## src/rtl/apb_acc_driver.sv

```systemverilog
// apb_acc_driver
// ---------------------------------------------------------------------------
// APB initiator that feeds samples to the FIR accelerator's APB slave.
// For each accepted sample it issues one APB write of the sample to
// REG_ACC_IN (BASE_ADDR+0x04). It then idles for SETTLE_CYCLES so the FIR
// pipeline can produce its output, and reads REG_ACC_OUT (BASE_ADDR+0x08).
// The read value is returned on a valid/ready result stream.
//
// Ports
//   HCLK, HRESET        clock (rising edge) and synchronous active-high reset
//   s_valid/s_ready     sample input handshake, s_data = sample
//   r_valid/r_ready     result output handshake, r_data = read value,
//                       r_err = slave error or timeout during this sample
//   busy                high whenever the FSM is not idle
//   sample_count        number of acknowledged writes since reset (wraps)
//   PADDR..PSLVERR      APB initiator signals
//
// Every output is a flop; the next-state and next-output values are
// computed together in one combinational block from state_d.
// ---------------------------------------------------------------------------
module apb_acc_driver #(
    parameter int                          APB_ADDR_WIDTH = 12,
    parameter logic [APB_ADDR_WIDTH-1:0]   BASE_ADDR      = '0,
    parameter int                          SETTLE_CYCLES  = 6,
    parameter int                          TIMEOUT        = 16
) (
    input  logic                        HCLK,
    input  logic                        HRESET,
    input  logic                        s_valid,
    output logic                        s_ready,
    input  logic [31:0]                 s_data,
    output logic                        r_valid,
    input  logic                        r_ready,
    output logic [31:0]                 r_data,
    output logic                        r_err,
    output logic                        busy,
    output logic [31:0]                 sample_count,
    output logic [APB_ADDR_WIDTH-1:0]   PADDR,
    output logic [31:0]                 PWDATA,
    output logic                        PWRITE,
    output logic                        PSEL,
    output logic                        PENABLE,
    input  logic [31:0]                 PRDATA,
    input  logic                        PREADY,
    input  logic                        PSLVERR
);

    localparam logic [APB_ADDR_WIDTH-1:0] ADDR_IN  = BASE_ADDR + APB_ADDR_WIDTH'(4);
    localparam logic [APB_ADDR_WIDTH-1:0] ADDR_OUT = BASE_ADDR + APB_ADDR_WIDTH'(8);

    // Counters count 0..N-1 and compare against the last value, so N fits.
    localparam int ST_W     = (SETTLE_CYCLES > 1) ? $clog2(SETTLE_CYCLES) : 1;
    localparam int ST_LAST  = (SETTLE_CYCLES > 0) ? SETTLE_CYCLES - 1 : 0;
    localparam int TO_W     = (TIMEOUT > 1) ? $clog2(TIMEOUT) : 1;
    localparam int TO_LAST  = (TIMEOUT > 0) ? TIMEOUT - 1 : 0;

    typedef enum logic [2:0] {
        IDLE,
        WR_SETUP,
        WR_ACCESS,
        SETTLE,
        RD_SETUP,
        RD_ACCESS,
        RESP
    } state_t;

    state_t                       state_q, state_d;
    logic                         err_q, err_d;
    logic [ST_W-1:0]              settle_cnt_q, settle_cnt_d;
    logic [TO_W-1:0]              tmo_cnt_q, tmo_cnt_d;
    logic [31:0]                  count_q, count_d;
    logic [31:0]                  r_data_q, r_data_d;
    logic                         r_err_q, r_err_d;
    logic                         r_valid_q, r_valid_d;
    logic                         s_ready_q, s_ready_d;
    logic                         busy_q, busy_d;
    logic [APB_ADDR_WIDTH-1:0]    paddr_q, paddr_d;
    logic [31:0]                  pwdata_q, pwdata_d;
    logic                         pwrite_q, pwrite_d;
    logic                         psel_q, psel_d;
    logic                         penable_q, penable_d;

    always_comb begin
        state_d      = state_q;
        err_d        = err_q;
        settle_cnt_d = settle_cnt_q;
        tmo_cnt_d    = tmo_cnt_q;
        count_d      = count_q;
        r_data_d     = r_data_q;
        paddr_d      = paddr_q;
        pwdata_d     = pwdata_q;
        pwrite_d     = pwrite_q;

        unique case (state_q)
            IDLE: begin
                // s_ready_q gates acceptance so nothing is taken in the
                // cycle right after reset, when s_ready is still low.
                if (s_valid && s_ready_q) begin
                    err_d    = 1'b0;
                    pwdata_d = s_data;   // PWDATA doubles as the sample latch
                    state_d  = WR_SETUP;
                end
            end
            WR_SETUP: begin
                tmo_cnt_d = '0;
                state_d   = WR_ACCESS;
            end
            WR_ACCESS: begin
                if (PREADY) begin
                    err_d   = err_q | PSLVERR;
                    count_d = count_q + 32'd1;
                    if (SETTLE_CYCLES == 0) begin
                        state_d = RD_SETUP;
                    end else begin
                        settle_cnt_d = '0;
                        state_d      = SETTLE;
                    end
                end else if (TIMEOUT != 0) begin
                    // Abandon the sample entirely: no read, no count.
                    if (tmo_cnt_q == TO_W'(TO_LAST)) begin
                        err_d    = 1'b1;
                        r_data_d = 32'hFFFF_FFFF;
                        state_d  = RESP;
                    end else begin
                        tmo_cnt_d = tmo_cnt_q + 1'b1;
                    end
                end
            end
            SETTLE: begin
                if (settle_cnt_q == ST_W'(ST_LAST)) begin
                    state_d = RD_SETUP;
                end else begin
                    settle_cnt_d = settle_cnt_q + 1'b1;
                end
            end
            RD_SETUP: begin
                tmo_cnt_d = '0;
                state_d   = RD_ACCESS;
            end
            RD_ACCESS: begin
                if (PREADY) begin
                    r_data_d = PRDATA;
                    err_d    = err_q | PSLVERR;
                    state_d  = RESP;
                end else if (TIMEOUT != 0) begin
                    if (tmo_cnt_q == TO_W'(TO_LAST)) begin
                        err_d    = 1'b1;
                        r_data_d = 32'hFFFF_FFFF;
                        state_d  = RESP;
                    end else begin
                        tmo_cnt_d = tmo_cnt_q + 1'b1;
                    end
                end
            end
            RESP: begin
                if (r_ready) begin
                    state_d = IDLE;
                end
            end
            default: begin
                state_d = IDLE;
            end
        endcase

        // Address phase values are loaded when a SETUP state is entered and
        // then held through the matching ACCESS state.
        if (state_d == WR_SETUP) begin
            paddr_d  = ADDR_IN;
            pwrite_d = 1'b1;
        end
        if (state_d == RD_SETUP) begin
            paddr_d  = ADDR_OUT;
            pwrite_d = 1'b0;
            pwdata_d = 32'h0;
        end

        // Registered outputs follow the state being entered.
        s_ready_d = (state_d == IDLE);
        busy_d    = (state_d != IDLE);
        psel_d    = (state_d == WR_SETUP) || (state_d == WR_ACCESS) ||
                    (state_d == RD_SETUP) || (state_d == RD_ACCESS);
        penable_d = (state_d == WR_ACCESS) || (state_d == RD_ACCESS);
        r_valid_d = (state_d == RESP);
        r_err_d   = (state_d == RESP) ? err_d : 1'b0;
    end

    always_ff @(posedge HCLK) begin
        if (HRESET) begin
            state_q      <= IDLE;
            err_q        <= 1'b0;
            settle_cnt_q <= '0;
            tmo_cnt_q    <= '0;
            count_q      <= 32'h0;
            r_data_q     <= 32'h0;
            r_err_q      <= 1'b0;
            r_valid_q    <= 1'b0;
            s_ready_q    <= 1'b0;
            busy_q       <= 1'b0;
            paddr_q      <= '0;
            pwdata_q     <= 32'h0;
            pwrite_q     <= 1'b0;
            psel_q       <= 1'b0;
            penable_q    <= 1'b0;
        end else begin
            state_q      <= state_d;
            err_q        <= err_d;
            settle_cnt_q <= settle_cnt_d;
            tmo_cnt_q    <= tmo_cnt_d;
            count_q      <= count_d;
            r_data_q     <= r_data_d;
            r_err_q      <= r_err_d;
            r_valid_q    <= r_valid_d;
            s_ready_q    <= s_ready_d;
            busy_q       <= busy_d;
            paddr_q      <= paddr_d;
            pwdata_q     <= pwdata_d;
            pwrite_q     <= pwrite_d;
            psel_q       <= psel_d;
            penable_q    <= penable_d;
        end
    end

    assign s_ready      = s_ready_q;
    assign r_valid      = r_valid_q;
    assign r_data       = r_data_q;
    assign r_err        = r_err_q;
    assign busy         = busy_q;
    assign sample_count = count_q;
    assign PADDR        = paddr_q;
    assign PWDATA       = pwdata_q;
    assign PWRITE       = pwrite_q;
    assign PSEL         = psel_q;
    assign PENABLE      = penable_q;

endmodule

```

## config.mk

```make
export PLATFORM = sky130hd
export DESIGN_NAME = apb_acc_driver
export DESIGN_NICKNAME = d
export VERILOG_FILES = /design/src/rtl/apb_acc_driver.sv
export SDC_FILE = /design/constraint.sdc
export NUM_CORES = 1
export LEC_CHECK = 0
export CAP_MARGIN = 10
export CORE_AREA = 2 2 118 97
export CTS_CLUSTER_DIAMETER = 50
export CTS_CLUSTER_SIZE = 16
export DETAILED_ROUTE_END_ITERATION = 7
export DIE_AREA = 0 0 120 99
export PLACE_DENSITY = 0.78
export SETUP_SLACK_MARGIN = 0.02
export SYNTH_ARGS = -nofsm -noshare
export SYNTH_HDL_FRONTEND = slang
export SYNTH_SLANG_ARGS = --single-unit
export TNS_END_PERCENT = 50
```

## constraint.sdc

```tcl
create_clock -name HCLK -period 3.7 [get_ports HCLK]
set_clock_uncertainty 0.05 [all_clocks]
set_input_delay 0.555 -clock HCLK [delete_from_list [all_inputs] [get_ports HCLK]]
set_output_delay 0.555 -clock HCLK [all_outputs]
set_load 0.01 [all_outputs]
```

# After elaboration in Yosys (flattened, before gate mapping)

Cells that the tools add are included.

Bitwise logic cells: 2
Mux-type cells: 23
$add $sub $neg: 3
Reduce and logical (&&, ||, !) cells: 21
Equal/unequal tests: 18

Operators with widths:

| cell                                                             | number |
|---|---|
| 32-bit two-way mux                                               | 3 |
| 32-bit case mux with 2 select lines                              | 1 |
| 32-bit by 1-bit adder with 32-bit output (second input constant) | 1 |
| 3-bit two-way mux                                                | 8 |
| 3-bit == test (second input constant)                            | 7 |
| 3-bit case mux with 7 select lines                               | 1 |
| 4-bit two-way mux                                                | 4 |
| 2-bit != test (second input constant)                            | 5 |
| 3-bit by 2-bit == test with 1-bit output (second input constant) | 3 |
| 4-bit case mux with 2 select lines                               | 1 |
| 2-bit nonzero test                                               | 4 |
| 2-bit OR reduction                                               | 4 |
| 3-bit by 1-bit == test with 1-bit output (second input constant) | 2 |
| 3-bit logical NOT                                                | 2 |
| 3-bit case mux with 2 select lines                               | 1 |
| 2-bit AND reduction                                              | 3 |
| 3-bit AND reduction                                              | 2 |
| 4-bit by 1-bit adder with 4-bit output (second input constant)   | 1 |
| 4-bit == test (second input constant)                            | 1 |
| 1-bit logical OR                                                 | 4 |
| 3-bit by 1-bit adder with 3-bit output (second input constant)   | 1 |
| 1-bit two-way mux                                                | 3 |
| 3-bit nonzero test                                               | 1 |
| 1-bit case mux with 2 select lines                               | 1 |
| 3 further kinds                                                  | 3 |

Logic and storage cells: 82
Register bits after elaboration: 115
Output and inout bits: 115
Bits of input ports: 70

# Logic depth before layout (Yosys ltp)

Gate-level depths: netlist of run 1.

Depth after elaboration: 8
Mapped depth: 7
Gate-level depth less buffers: 6

# Worst setup path before layout of run 1

OpenSTA, ideal clock, no wires.

Kind: flip-flop to flip-flop
From: register count_q[6], in the netlist sample_count[6]
To: register count_q[31], in the netlist sample_count[31]
Setup time: 0.121 ns
Stages on the path, launching flop included: 6
Slack: 1.656 ns
Data required time: 3.529 ns
Arrival time: 1.873 ns
Path buffers: 1
Period minus slack after synthesis: 2.044 ns
Path through: dfxtp_1 > nand4_1 > or4_1 > clkbuf_1 > nor4_1 > mux2_2

Word-level cells in the longest chain between the ends: 1

Ends and longest elaborated chain:

| element                                  | line | text |
|---|---|---|
| start: declaration                       | 71   | `logic [31:0] count_q, count_d;` |
| start signal: assignment                 | 209  | `count_q <= count_d;` |
| 32-bit by 1-bit adder with 32-bit output | 111  | `count_d = count_q + 32'd1;` |

No other way between the ends.
A chain may end at the register's enable or synchronous reset.

# Worst setup path in the final report of run 1

From: register state_q[1]
To: register count_q[19], in the netlist sample_count[19]

Word-level cells in the longest chain between the ends: 2

Ends and longest elaborated chain:

| element                                  | line | text |
|---|---|---|
| start: declaration                       | 67   | `state_t state_q, state_d;` |
| start signal: assignment                 | 205  | `state_q <= state_d;` |
| 3-bit by 2-bit == test with 1-bit output | 94   | `unique case (state_q)` |
| 2-bit AND reduction (no source line)     | n/a  |  |

No other way between the ends.

==> results.txt, run 1 <==
Post-route cell area: 0.00712 mm2
Worst Max-Slew Pin Slew: 1000 ps
Worst path cell trace: nor4bb_1 > buf_4 > nand3_1 > nor4_1 > mux2_2
Die Ht: 99 um
Final Hold Fails: 0
Clock share of power: 51.1%
Register bit total from synthesis: 115
CTS Buf Count: 17
Worst hold path class: reg -> reg
Pwr Density: 454 mW/mm2
Area Growth Syn to Fin: 50.6%
TritonCTS sink count: 115
DR pass1 iterations: 5
Synth async-reset ratio: 0%
Final Max Slew Viols: 0
CP Capture Type: register
Core Region: 0.0107 mm2
Critical Path AT: 2770 ps
Worst Setup Path Type: reg -> reg
Area leader, netlist: dfxtp_1
Setup bufs post-CTS: 0
Reg2Reg Setup Slack: 1170 ps
Clk pin slew, worst setup/hold paths: 50 ps
Commonest non-fill, non-tap cells in the layout: clkdlybuf4s50_1, dfxtp_1, nand2_1, a21oi_1, o221a_2
Number of enable-type register cells in the synthesized netlist: 0
Worst reg2reg path startpoint: state_q[1]$_SDFF_PP0_
Longest Clk Path Bufs: 2
Antenna violations before repair: 0
Worst Hold Slack: 402 ps
Req. time, crit path: 3940 ps
Cell area after synthesis: 0.00473 mm2
Slew HR: 32.9%
CTS-repair resized insts: 0
Met2 usage: 34.3%
Leak pwr: 2.48 nW
Post-CTS Hold Buffers: 0
Routed wire per std cell: 15.4 um
Skew-Pair Late Insertion Delay: 410 ps
Worst reg2reg endpoint: sample_count[19]$_SDFFE_PP0P_
Number of max-cap violations: 0
Rows: 34
Finished Layout Cells: 832
Part of the Yosys area used for sequential elements: 48.7%
RSZ-0062 raised after global routing: false
Count of different cell masters after synthesis: 50
CP Max Fanout: 17
Crit path capture: sample_count[19]$_SDFFE_PP0P_
Setup_tns: 0 ps
Fin crit period: 2530 ps
CTS root buf: clkbuf_16
First DRT Iteration DRCs: 263
Critical path startpoint category: register
Sw Ratio: 21.4%
Met1 usage in global routing: 26.7%
H-tree levels: 4
Nets: 750
Fillers: 838
Final setup viols: 0
Placed Area: 0.00652 mm2
GR peak layer: met2
Die W: 120 um
Post-route ant nets: 0
Total GRT Usage: 21.7%
Final HPWL DP: 8670 um
Routability cong.: 0.776
Max Fclk: 0.396 GHz
Cell Int Power: 0.00254 W
Most common cell after layout, fill and taps aside: clkdlybuf4s50_1
Critical path startpoint: state_q[1]$_SDFF_PP0_
Global route total overflow: 0
Global-route wire length before repair: 20900 um
Ant. Diodes: 0
IO Port Bufs: 174
Run status: finished, final reports clean
Peak supply drop: 0.000350 V
Cells after synthesis: 515
Tcrit/Tclk final: 68.3%
Io pins: 185
Initial Utilization: 44.3%
Area contributors post-synth: dfxtp_1, o221a_2, nand2_1
Critical path's slowest cell: dfxtp_1
Die area: 0.0119 mm2
Psw: 0.000693 W
Residual DRC: 0
Largest net degree at the start of global routing: 48
Global routing usage on met3: 9.49%
Synth warnings: 0
TritonCTS clock tree: built
Via count: 4486
Vias per cell: 5.39
Ys flop type: dfxtp_1
Crit path largest cell delay: 740 ps
Comb pwr share: 8.7%
Share of the synthesized area in the top cell type: 48.7%
FF-to-FF path depth: 5
Inst Count DP: 801
Reg power frac: 40.3%
Drt total wl: 12800 um
Synth Area per Inst: 9.19 um2
Vias in the first global route: 4296
Layout cells sized above 1: 11.2%
-- metrics by stage --
stage	power [W]	utilization [%]	worst slack (ps)
floorplan	0.00145	-	1660
CTS	0.00326	66.7	1240
global placement	0.00160	61.1	888
finish	0.00323	66.7	1170
detailed placement	0.00161	61.1	850
global route	0.00335	66.7	1000
-- layer usage --
layer | wire length, um | up-vias
met5 | 0 | -
met4 | 179 | 0
met3 | 1130 | 20
met2 | 5910 | 170
met1 | 5590 | 2099
li1 | - | 2197
-- area by class of cell --
class | instances | area [um2] | share of cell area, %
clock inverters | 3 | 65.1 | 0.913
clock buffers | 28 | 537 | 7.54
well taps | 144 | 180 | 2.53
repair buffers | 181 | 1790 | 25.2
inverters | 9 | 33.8 | 0.474
multi-input cells | 352 | 2210 | 31.0
flip-flops and latches | 115 | 2300 | 32.3
-- worst max-delay path: cells and delay by family (launching register included) --
| kind | cells | cell delay (ps) |
|---|---|---|
| buffers and inverters | 1 | 230 |
| flip-flops | 1 | 740 |
| multiplexers | 1 | 370 |
| AND/OR/NAND/NOR | 3 | 1020 |
-- kinds of logic (layout without fill, tap and decap cells) --
family	after synthesis	in the layout	synth area share, %
compound gates	130	130	20.2
xor+xnor	11	11	2.04
fa+ha+maj	4	4	1.06
buf+inv	57	221	5.63
flops	115	115	48.7
mux	6	6	1.35
other cells	1	10	0.0793
simple gates	191	191	21.0
-- cell usage after synthesis, drive strengths merged, types with 2 or more instances --
library cell  number
dfxtp            115
or3b               2
a2111oi            2
nand4              9
nand3             13
xnor2              4
o221a             32
o31ai             12
inv                8
nand4bb            4
buf               16
or2                2
mux2i              3
and3               4
o2111a             2
ha                 4
or3                4
a31oi              3
and4               5
nor2b              3
nand2b             3
nor4              10
o22ai              2
nand2             84
or4               14
nand4b             2
a211oi             2
nor2              27
o21ai              5
o211ai             4
xor2               7
clkbuf            32
a21oi             58
o41ai              4
mux2               3
nand3b             2
-- power groups by stage --
| stage | combinational [W] | clock, W | sequential (W) |
|---|---|---|---|
| 6_report | 0.000280 | 0.00165 | 0.00130 |
| 5_1_grt | 0.000305 | 0.00174 | 0.00130 |
| 4_1_cts | 0.000282 | 0.00168 | 0.00130 |
| 3_5_place_dp | 0.000280 | 0 | 0.00133 |
| 3_3_place_gp | 0.000275 | 0 | 0.00132 |
| 2_1_floorplan | 0.000118 | 0 | 0.00133 |
-- sequential cells by signal, summed over array words and instances (netlist names) --
signal and flops:
state_q 3, r_data 32, sample_count 32, PENABLE 1
r_valid 1, tmo_cnt_q 4, s_ready 1, PADDR 1
PWDATA 32, r_err 1, err_q 1, settle_cnt_q 3
PSEL 1, busy 1, PWRITE 1
-- how the worst min path moves through the flow --
stage	from	end	slack, ps	cells past startpoint
floorplan	tmo_cnt_q[3]$_SDFFE_PP0P_	tmo_cnt_q[3]$_SDFFE_PP0P_	420	2
global placement	PWDATA[26]$_SDFFE_PP0P_	PWDATA[26]$_SDFFE_PP0P_	390	2
detailed placement	PWDATA[19]$_SDFFE_PP0P_	PWDATA[19]$_SDFFE_PP0P_	400	2
CTS	PWDATA[19]$_SDFFE_PP0P_	PWDATA[19]$_SDFFE_PP0P_	400	2
global route	PWDATA[19]$_SDFFE_PP0P_	PWDATA[19]$_SDFFE_PP0P_	420	2
finish	PWDATA[19]$_SDFFE_PP0P_	PWDATA[19]$_SDFFE_PP0P_	400	2
Power figures use the tool's default switching activity.
==> run 2, diff against run 1 <==
CORE_AREA = 2 2 119 98   (was 2 2 118 97)
DIE_AREA = 0 0 121 100   (was 0 0 120 99)
PLACE_DENSITY = 0.77   (was 0.78)
clock period = 2.57 ns   (was 3.7 ns; I/O delays follow)
==> results.txt, run 2 (same netlist as run 1, synthesis figures left out) <==
Most common cell after layout, fill and taps aside: clkdlybuf4s50_1 (unchanged)
Critical hold path startpoint: PWDATA[9]$_SDFFE_PP0P_ (was PWDATA[19]$_SDFFE_PP0P_)
Commonest non-fill, non-tap cells in the layout: clkdlybuf4s50_1, dfxtp_1, nand2_1, a21oi_1, o221a_2 (unchanged)
Most common cell on crit path: or4_1
Critical path startpoint category: register (unchanged)
Initial Utilization: 42.7% (was 44.3%)
CTS-repair resized insts: 0 (unchanged)
Post-route ant nets: 0 (unchanged)
Worst Setup Path Type: reg -> reg (unchanged)
CP Capture Type: register (unchanged)
Worst Max-Slew Pin Slew: 915 ps (was 1000 ps)
Longest Clk Path Bufs: 2 (unchanged)
Fin crit period: 2190 ps (was 2530 ps)
Routability cong.: 0.828 (was 0.776)
Largest net degree at the start of global routing: 34 (was 48)
TritonCTS clock tree: built (unchanged)
Clk pin slew, worst setup/hold paths: 50 ps (about the same)
Die Ht: 100 um (was 99 um)
IO Port Bufs: 174 (unchanged)
Drt total wl: 13400 um (was 12800 um)
TritonCTS sink count: 115 (unchanged)
Req. time, crit path: 2850 ps (was 3940 ps)
CTS root buf: clkbuf_16 (unchanged)
Nets: 766 (was 750)
Total GRT Usage: 22.6% (was 21.7%)
Number of max-cap violations: 0 (unchanged)
Setup bufs post-CTS: 0 (unchanged)
Die W: 121 um (was 120 um)
Worst path cell trace: ha_1 > nand2_1 > or4_1 > or4_1 > a21oi_1 (was nor4bb_1 > buf_4 > nand3_1 > nor4_1 > mux2_2)
Area Growth Syn to Fin: 52.3% (was 50.6%)
Crit path largest cell delay: 670 ps (was 740 ps)
Setup_tns: 0 ps (unchanged)
FF-to-FF path depth: 5 (unchanged)
Final Hold Fails: 0 (unchanged)
DP Worst Slack: 69.0 ps (was 850 ps)
Ant. Diodes: 0 (unchanged)
Finished Layout Cells: 853 (was 832)
Layout cells sized above 1: 13.6% (was 11.2%)
Peak supply drop: 0.000391 V (was 0.000350 V)
RSZ-0062 raised after global routing: false (unchanged)
Antenna violations before repair: 0 (unchanged)
Skew-Pair Late Insertion Delay: 410 ps (about the same)
Max Fclk: 0.457 GHz (was 0.396 GHz)
Critical path's slowest cell: or4_1 (was dfxtp_1)
Worst reg2reg path startpoint: sample_count[0]$_SDFFE_PP0P_ (was state_q[1]$_SDFF_PP0_)
Vias per cell: 5.43 (was 5.39)
DR pass1 iterations: 5 (unchanged)
H-tree levels: 4 (unchanged)
Rows: 35 (was 34)
Worst hold path class: reg -> reg (unchanged)
Tcrit/Tclk final: 85.1% (was 68.3%)
Final HPWL DP: 9290 um (was 8670 um)
Core Region: 0.0111 mm2 (was 0.0107 mm2)
Hold path depth: 2 (unchanged)
Final Max Slew Viols: 0 (unchanged)
Residual DRC: 0 (unchanged)
Routed wire per std cell: 15.7 um (was 15.4 um)
Slew HR: 38.4% (was 32.9%)
Worst reg2reg endpoint: sample_count[22]$_SDFFE_PP0P_ (was sample_count[19]$_SDFFE_PP0P_)
Global-route wire length before repair: 21900 um (was 20900 um)
Pwr Density: 621 mW/mm2 (was 454 mW/mm2)
Vias in the first global route: 4458 (was 4296)
Io pins: 185 (unchanged)
Die area: 0.0121 mm2 (was 0.0119 mm2)
Reg2Reg Setup Slack: 380 ps (was 1170 ps)
Run status: finished, final reports clean (unchanged)
Hold Path End: PWDATA[9]$_SDFFE_PP0P_ (was PWDATA[19]$_SDFFE_PP0P_)
First DRT Iteration DRCs: 376 (was 263)
Final setup viols: 0 (unchanged)
CTS Buf Count: 17 (unchanged)
Leak pwr: 2.53 nW (was 2.48 nW)
CP Max Fanout: 9 (was 17)
Critical Path AT: 2460 ps (was 2770 ps)
Post-CTS Hold Buffers: 0 (unchanged)
Inst Count DP: 821 (was 801)
Via count: 4636 (was 4486)
Setup slack after layout: 383 ps (was 1170 ps)
Global route total overflow: 0 (unchanged)
==> run 2: worst max path at each step <==
stage | cells after the start | endpoint | startpoint
floorplan | 5 | sample_count[31]$_SDFFE_PP0P_ | sample_count[6]$_SDFFE_PP0P_
global placement | 5 | sample_count[24]$_SDFFE_PP0P_ | PREADY
detailed placement | 6 | sample_count[19]$_SDFFE_PP0P_ | PREADY
CTS | 5 | sample_count[22]$_SDFFE_PP0P_ | sample_count[0]$_SDFFE_PP0P_
global route | 6 | sample_count[19]$_SDFFE_PP0P_ | state_q[0]$_SDFF_PP0_
finish | 5 | sample_count[22]$_SDFFE_PP0P_ | sample_count[0]$_SDFFE_PP0P_
==> run 2: cell type report <==
cell class / instances / area [um2]
sequential: 115 / 2300
clock inverter: 10 / 82.6
multi-input combinational: 352 / 2210
tap: 148 / 185
timing repair buffer: 197 / 1910
clock buffer: 22 / 474
fill: 866 / 3880
inverter: 9 / 33.8
==> run 2: worst max-delay path, delay by kind of cell (launching register included) <==
kind / cells / cell delay (ps)
simple gates: 3 / 1230
fa+ha+maj: 1 / 230
flops: 1 / 440
compound gates: 1 / 160
==> run 2: layer usage <==
layer	vias up	global-route usage [%]	part of all wire (%)
met5	-	0	0
met4	0	8.77	2.0
met3	22	8.18	7.3
met2	160	35.7	47
met1	2216	28.3	44
li1	2238	-	-
==> run 2: power breakdown <==
group | switching [W] | internal [W] | leakage, nW
sequential | 0.0000292 | 0.00183 | 0.930
clock | 0.000784 | 0.00139 | 0.271
combinational | 0.000203 | 0.000231 | 1.33
==> run 2: per-stage QoR <==
| step | utilization [%] | hold WS, ps | cell area (um2) | total power, W |
|---|---|---|---|---|
| floorplan | - | 422 | 4760 | 0.00209 |
| global placement | 60.0 | 391 | 6650 | 0.00232 |
| CTS | 65.0 | 405 | 7200 | 0.00452 |
| finish | 65.0 | 401 | 7200 | 0.00447 |
| global route | 65.0 | 426 | 7200 | 0.00466 |
| detailed placement | 60.0 | 397 | 6650 | 0.00233 |
